==> src/rtl/alu_seq_pkg.sv <==
// Shared definitions for the ALU sequencer: opcode constants and FSM state encoding.
package alu_seq_pkg;

   localparam logic [2:0] OP_ADD = 3'b000;
   localparam logic [2:0] OP_SUB = 3'b001;
   localparam logic [2:0] OP_AND = 3'b010;
   localparam logic [2:0] OP_OR  = 3'b011;
   localparam logic [2:0] OP_XOR = 3'b100;
   localparam logic [2:0] OP_NOT = 3'b101;
   localparam logic [2:0] OP_SHL = 3'b110;
   localparam logic [2:0] OP_SHR = 3'b111;

   typedef enum logic [1:0] {
      StIdle = 2'b00,
      StExec = 2'b01,
      StResp = 2'b10
   } seq_state_e;

endpackage

==> src/rtl/alu_seq_regfile.sv <==
// NREG x 4-bit register file: two combinational read ports, one synchronous write port.
module alu_seq_regfile #(
   parameter  int unsigned NREG = 4,
   localparam int unsigned IW   = $clog2(NREG)
) (
   input  logic          i_clk,
   input  logic          i_rst,
   input  logic          i_we,
   input  logic [IW-1:0] i_waddr,
   input  logic [3:0]    i_wdata,
   input  logic [IW-1:0] i_raddr_a,
   input  logic [IW-1:0] i_raddr_b,
   output logic [3:0]    o_rdata_a,
   output logic [3:0]    o_rdata_b
);

   logic [3:0] r_mem [NREG];

   always_ff @(posedge i_clk or posedge i_rst) begin
      if (i_rst) begin
         for (int i = 0; i < int'(NREG); i++) begin
            r_mem[i] <= 4'd0;
         end
      end else if (i_we) begin
         r_mem[i_waddr] <= i_wdata;
      end
   end

   assign o_rdata_a = r_mem[i_raddr_a];
   assign o_rdata_b = r_mem[i_raddr_b];

endmodule

==> src/rtl/alu_sequencer.sv <==
// Command-driven controller feeding an external 4-bit combinational ALU, with a small
// register file and valid/ready command and response handshakes.
module alu_sequencer
   import alu_seq_pkg::*;
#(
   parameter  int unsigned NREG = 4,
   localparam int unsigned IW   = $clog2(NREG)
) (
   input  logic          i_clk,
   input  logic          i_rst,
   input  logic          i_cmd_valid,
   output logic          o_cmd_ready,
   input  logic          i_cmd_ld,
   input  logic [2:0]    i_cmd_op,
   input  logic [IW-1:0] i_cmd_dst,
   input  logic [IW-1:0] i_cmd_srca,
   input  logic [IW-1:0] i_cmd_srcb,
   input  logic [3:0]    i_cmd_imm,
   output logic [3:0]    o_alu_a,
   output logic [3:0]    o_alu_b,
   output logic [2:0]    o_alu_s,
   input  logic [3:0]    i_alu_y,
   input  logic          i_alu_cout,
   input  logic          i_alu_zero,
   output logic          o_rsp_valid,
   input  logic          i_rsp_ready,
   output logic [3:0]    o_rsp_y,
   output logic          o_rsp_cout,
   output logic          o_rsp_zero
);

   seq_state_e    r_state, w_state_d;
   logic [3:0]    r_alu_a, r_alu_b;
   logic [2:0]    r_alu_s;
   logic [IW-1:0] r_dst;
   logic [3:0]    r_rsp_y;
   logic          r_rsp_cout, r_rsp_zero;

   logic [3:0]    w_rdata_a, w_rdata_b;
   logic          w_we;
   logic [IW-1:0] w_waddr;
   logic [3:0]    w_wdata;
   logic          w_ld_alu, w_ld_rsp;
   logic [3:0]    w_rsp_y_d;
   logic          w_rsp_cout_d, w_rsp_zero_d;

   alu_seq_regfile #(
      .NREG (NREG)
   ) u_regfile (
      .i_clk     (i_clk),
      .i_rst     (i_rst),
      .i_we      (w_we),
      .i_waddr   (w_waddr),
      .i_wdata   (w_wdata),
      .i_raddr_a (i_cmd_srca),
      .i_raddr_b (i_cmd_srcb),
      .o_rdata_a (w_rdata_a),
      .o_rdata_b (w_rdata_b)
   );

   always_ff @(posedge i_clk or posedge i_rst) begin
      if (i_rst) begin
         r_state <= StIdle;
      end else begin
         r_state <= w_state_d;
      end
   end

   // The single write port is shared: immediate loads write in IDLE, ALU results in EXEC.
   always_comb begin
      w_state_d    = r_state;
      w_we         = 1'b0;
      w_waddr      = r_dst;
      w_wdata      = i_alu_y;
      w_ld_alu     = 1'b0;
      w_ld_rsp     = 1'b0;
      w_rsp_y_d    = i_alu_y;
      w_rsp_cout_d = i_alu_cout;
      w_rsp_zero_d = i_alu_zero;
      unique case (r_state)
         StIdle: begin
            if (i_cmd_valid) begin
               if (i_cmd_ld) begin
                  w_we         = 1'b1;
                  w_waddr      = i_cmd_dst;
                  w_wdata      = i_cmd_imm;
                  w_ld_rsp     = 1'b1;
                  w_rsp_y_d    = i_cmd_imm;
                  w_rsp_cout_d = 1'b0;
                  w_rsp_zero_d = (i_cmd_imm == 4'd0);
                  w_state_d    = StResp;
               end else begin
                  w_ld_alu  = 1'b1;
                  w_state_d = StExec;
               end
            end
         end
         StExec: begin
            w_we      = 1'b1;
            w_ld_rsp  = 1'b1;
            w_state_d = StResp;
         end
         StResp: begin
            if (i_rsp_ready) begin
               w_state_d = StIdle;
            end
         end
         default: w_state_d = StIdle;
      endcase
   end

   always_ff @(posedge i_clk or posedge i_rst) begin
      if (i_rst) begin
         r_alu_a    <= 4'd0;
         r_alu_b    <= 4'd0;
         r_alu_s    <= 3'd0;
         r_dst      <= '0;
         r_rsp_y    <= 4'd0;
         r_rsp_cout <= 1'b0;
         r_rsp_zero <= 1'b0;
      end else begin
         if (w_ld_alu) begin
            r_alu_a <= w_rdata_a;
            r_alu_b <= w_rdata_b;
            r_alu_s <= i_cmd_op;
            r_dst   <= i_cmd_dst;
         end
         if (w_ld_rsp) begin
            r_rsp_y    <= w_rsp_y_d;
            r_rsp_cout <= w_rsp_cout_d;
            r_rsp_zero <= w_rsp_zero_d;
         end
      end
   end

   assign o_cmd_ready = (r_state == StIdle) && !i_rst;
   assign o_rsp_valid = (r_state == StResp);
   assign o_alu_a     = r_alu_a;
   assign o_alu_b     = r_alu_b;
   assign o_alu_s     = r_alu_s;
   assign o_rsp_y     = r_rsp_y;
   assign o_rsp_cout  = r_rsp_cout;
   assign o_rsp_zero  = r_rsp_zero;

endmodule

==> config.mk <==
export PLATFORM = sky130hd
export DESIGN_NAME = alu_sequencer
export DESIGN_NICKNAME = d
export VERILOG_FILES = /design/src/rtl/alu_seq_pkg.sv /design/src/rtl/alu_seq_regfile.sv /design/src/rtl/alu_sequencer.sv
export SDC_FILE = /design/constraint.sdc
export NUM_CORES = 1
export LEC_CHECK = 0
export ABC_AREA = 1
export CAP_MARGIN = 20
export CORE_UTILIZATION = 35
export DETAILED_ROUTE_END_ITERATION = 8
export PLACE_DENSITY = 0.68
export SLEW_MARGIN = 25
export SYNTH_ARGS = -nofsm -noshare
export SYNTH_HDL_FRONTEND = slang
export SYNTH_SLANG_ARGS = --single-unit
==> constraint.sdc <==
create_clock -name i_clk -period 2.4 [get_ports i_clk]
set_clock_uncertainty 0.2 [all_clocks]
set_input_delay 0.48 -clock i_clk [delete_from_list [all_inputs] [get_ports i_clk]]
set_output_delay 0.48 -clock i_clk [all_outputs]
set_load 0.02 [all_outputs]
==> run metrics <==
outcome=finished, final reports clean; Most used DFF post-synth=dfrtp_1; fin util=48.0%; P per Cell Area=1040 nW/µm²; I/O Pins=43; Routed WL=~4 mm; Logic pwr share=43.1%; DIE AREA=around 5800 µm²; Final min period=2.34 ns; area delta synth->final=29.7%; worst skew pair latency=0.29 ns; num rows=26; Yosys top cell area share=48.1%; Final Net Count=300; DR vias=1617; Peak supply drop=0.472 mV; Worst EP required=1.72 ns; synthesized area per cell=8.22 µm²; vias in the first global route=between 1500 and 2000; Max-slew headroom=66.8%; Setup Fix Bufs, Post-CTS=0; initial antenna violation count=0; worst hold path type=flop to flop; PnR worst setup slack=between 0.06 and 0.07 ns; post-route insts no fill=around 350; hold_buf cts=0; first-pass GRT wire length=7.13 mm; GRT Util Overall=15.3%; delay-heaviest family, CP=buffers and inverters; Ys Warns=0; Sw Share=38.9%; Die Span X=76.2 µm; initial core utilization=37.0%; 1st-pass router iterations=4; main combinational cell family by area after synthesis=simple AND/OR/NAND/NOR gates; Synth Area in Simple Gates=31.1%; Leakage=0.00119 µW; CP cell instances=clkdlybuf4s50_1 > nor3_1 > clkdlybuf4s50_1; final setup fails=0; reg2reg path depth=7; most frequent CP cell=clkdlybuf4s50_1; syn nets=258; Slew @ Worst Pin=a little under 0.5 ns; Post-Syn Instances=234; Net Switching=1020 µW; fmax=0.428 GHz; WP buf/inv=2; layout cells sized above 1=~11%; Routed Antenna Nets=0; H-tree levels=2; sequential share of power=40.9%; max cap viols=0; Clock Tree Buf Depth=2; port buffer count=42; Post-synth EDFFs=0; Cell Area, Synth=1920 µm²; crit path max-delay cell type=clkdlybuf4s50_1; Hold Vio Cnt, Final=0; # resized after CTS=0; unrepaired setup endpoints after global routing=no; Int Pwr=1590 µW; WHS=about 0.28 ns; Place WS=between 0.06 and 0.07 ns; # clock sinks=37; post-DP HPWL=2.98 mm; Root Buffer=clkbuf_8; sequential share of the synthesized area=48.1%; Stages on worst setup path=3; Post-route DRC=0; Slew Limit Fails=0; Crit Path Max Fanout=2; most area-consuming cells after synthesis=dfrtp_1 (48%), nand2_1 (13%), nand3_1 (5.5%), inv_1 (4.5%), o21ai_0 (3.1%); Compound-Gate Fraction of Synth Area=between 10% and 20%; core area=5200 µm²; number of synthesized register bits=37; dpl cells=339; Vias/cell=4.66; mux share of post-synthesis cell area=0%; post-route setup TNS=0 ns; part of the power in the clock network=15.9%; CP peak stage delay=0.63 ns; XOR/XNOR Fraction of Synth Area=0%; Critical Path Source Type=input port; CP Capture Type=output port; CTS tree=yes; Final period util=97.3%; largest net degree at the start of global routing=38; Synth Area in Adders=0%; Post-synth ARST share=100%; Die H=76.2 µm; Congestion Overflow GR=0; post-synth cell types=27; drt initial violations=74; CTS buffer count=5; hold path depth=2; clk slew on worst S/H paths=approximately 0.070 ns; Worst Setup Path Type=input port to output port; GPL Wtd Cong=approximately 0.76; arrival time worst endpoint=between 1.5 and 2 ns; wire per inst=11.8 µm; area leader, netlist=dfrtp_1; antenna cell count=0
## state kept, by name (all words and copies together), names as in the netlist
register,cells
o_rsp_zero,1
o_rsp_cout,1
r_state,2
o_rsp_y,4
r_dst,2
o_alu_a,4
u_regfile.r_mem,16
o_alu_b,4
o_alu_s,3
## metrics by stage
step | total power (µW) | instance area (µm²)
after CTS | 2630 | 2500
after detailed placement | 2200 | 2420
after global routing | 2800 | 2500
after floorplan | 1760 | 1920
final | 2610 | 2500
after global placement | 2180 | 2420
## logic make-up (layout without fill, tap and decap cells)
family | after synthesis | after routing
AO/OA/AOI/OAI | 42 | 42
buffers and inverters | 34 | 77
flip-flops | 37 | 37
AND/OR/NAND/NOR | 121 | 121
## path summary, 6_finish.rpt
check / slack, ns / startpoint / to
worst max-delay path: 0.06 / i_rst / o_cmd_ready
worst min-delay path: 0.28 / o_rsp_y[2] / o_rsp_y[2]
worst max register to register: 0.67 / r_state[1] / u_regfile.r_mem[8]
worst min register to register: 0.28 / o_rsp_y[2] / o_rsp_y[2]
max in group asynchronous: 1.23 / i_rst / o_alu_b[0]
min in group asynchronous: 0.43 / i_rst / o_rsp_cout
## cells in the mapped netlist (2+ instances only)
library cell	number
nand3_1	21
o21ai_0	12
a31oi_1	8
dfrtp_1	37
inv_1	23
nor2_8	2
nand2_1	69
a21oi_1	9
o21ai_2	3
nand2_2	5
buf_1	2
nor2_1	11
buf_2	2
o211ai_1	8
nand3_2	4
nand2_4	4
clkbuf_1	4
## cells in the final DEF, fill, tap and decap left out, drive strengths merged, types with 2 or more instances in the layout
master	count
nand2	78
o21ai	15
inv	25
clkdlybuf4s50	42
nand3	25
buf	2
a31oi	8
dfrtp	37
nor2	15
a21oi	9
clkbuf	8
o211ai	8
## power groups by stage
stage	clock network [µW]	logic (µW)	registers, µW
2_1_floorplan	0	565	1200
3_3_place_gp	0	1110	1070
3_5_place_dp	0	1130	1070
4_1_cts	425	1140	1070
5_1_grt	449	1250	1100
6_report	416	1120	1070
## worst reg2reg max path, cell delays in order (launching register included)
cell	delay (ns)
dfrtp_1	0.44
nor2_4	0.24
nand2_4	0.17
nand2_4	0.20
inv_6	0.10
nor2_8	0.17
nand3_1	0.09
nand2_1	0.07
## final cells by class
cell class | count | area (µm²)
inverter | 25 | 98.8
multi-input combinational | 163 | 856
timing repair buffer | 44 | 448
fill | 519 | 2710
clock buffer | 8 | 80.1
tap | 70 | 87.6
sequential | 37 | 926
## layer usage
layer	part of all wire, %	wire length (µm)	GRT usage, %	vias to the layer above
li1	-	-	-	852
met1	50	2040	20.8	715
met2	45	1840	23.7	45
met3	4.3	175	3.47	5
met4	0.83	34	5.77	0
met5	0	0	0	-
(Power assumes the default switching activity.)
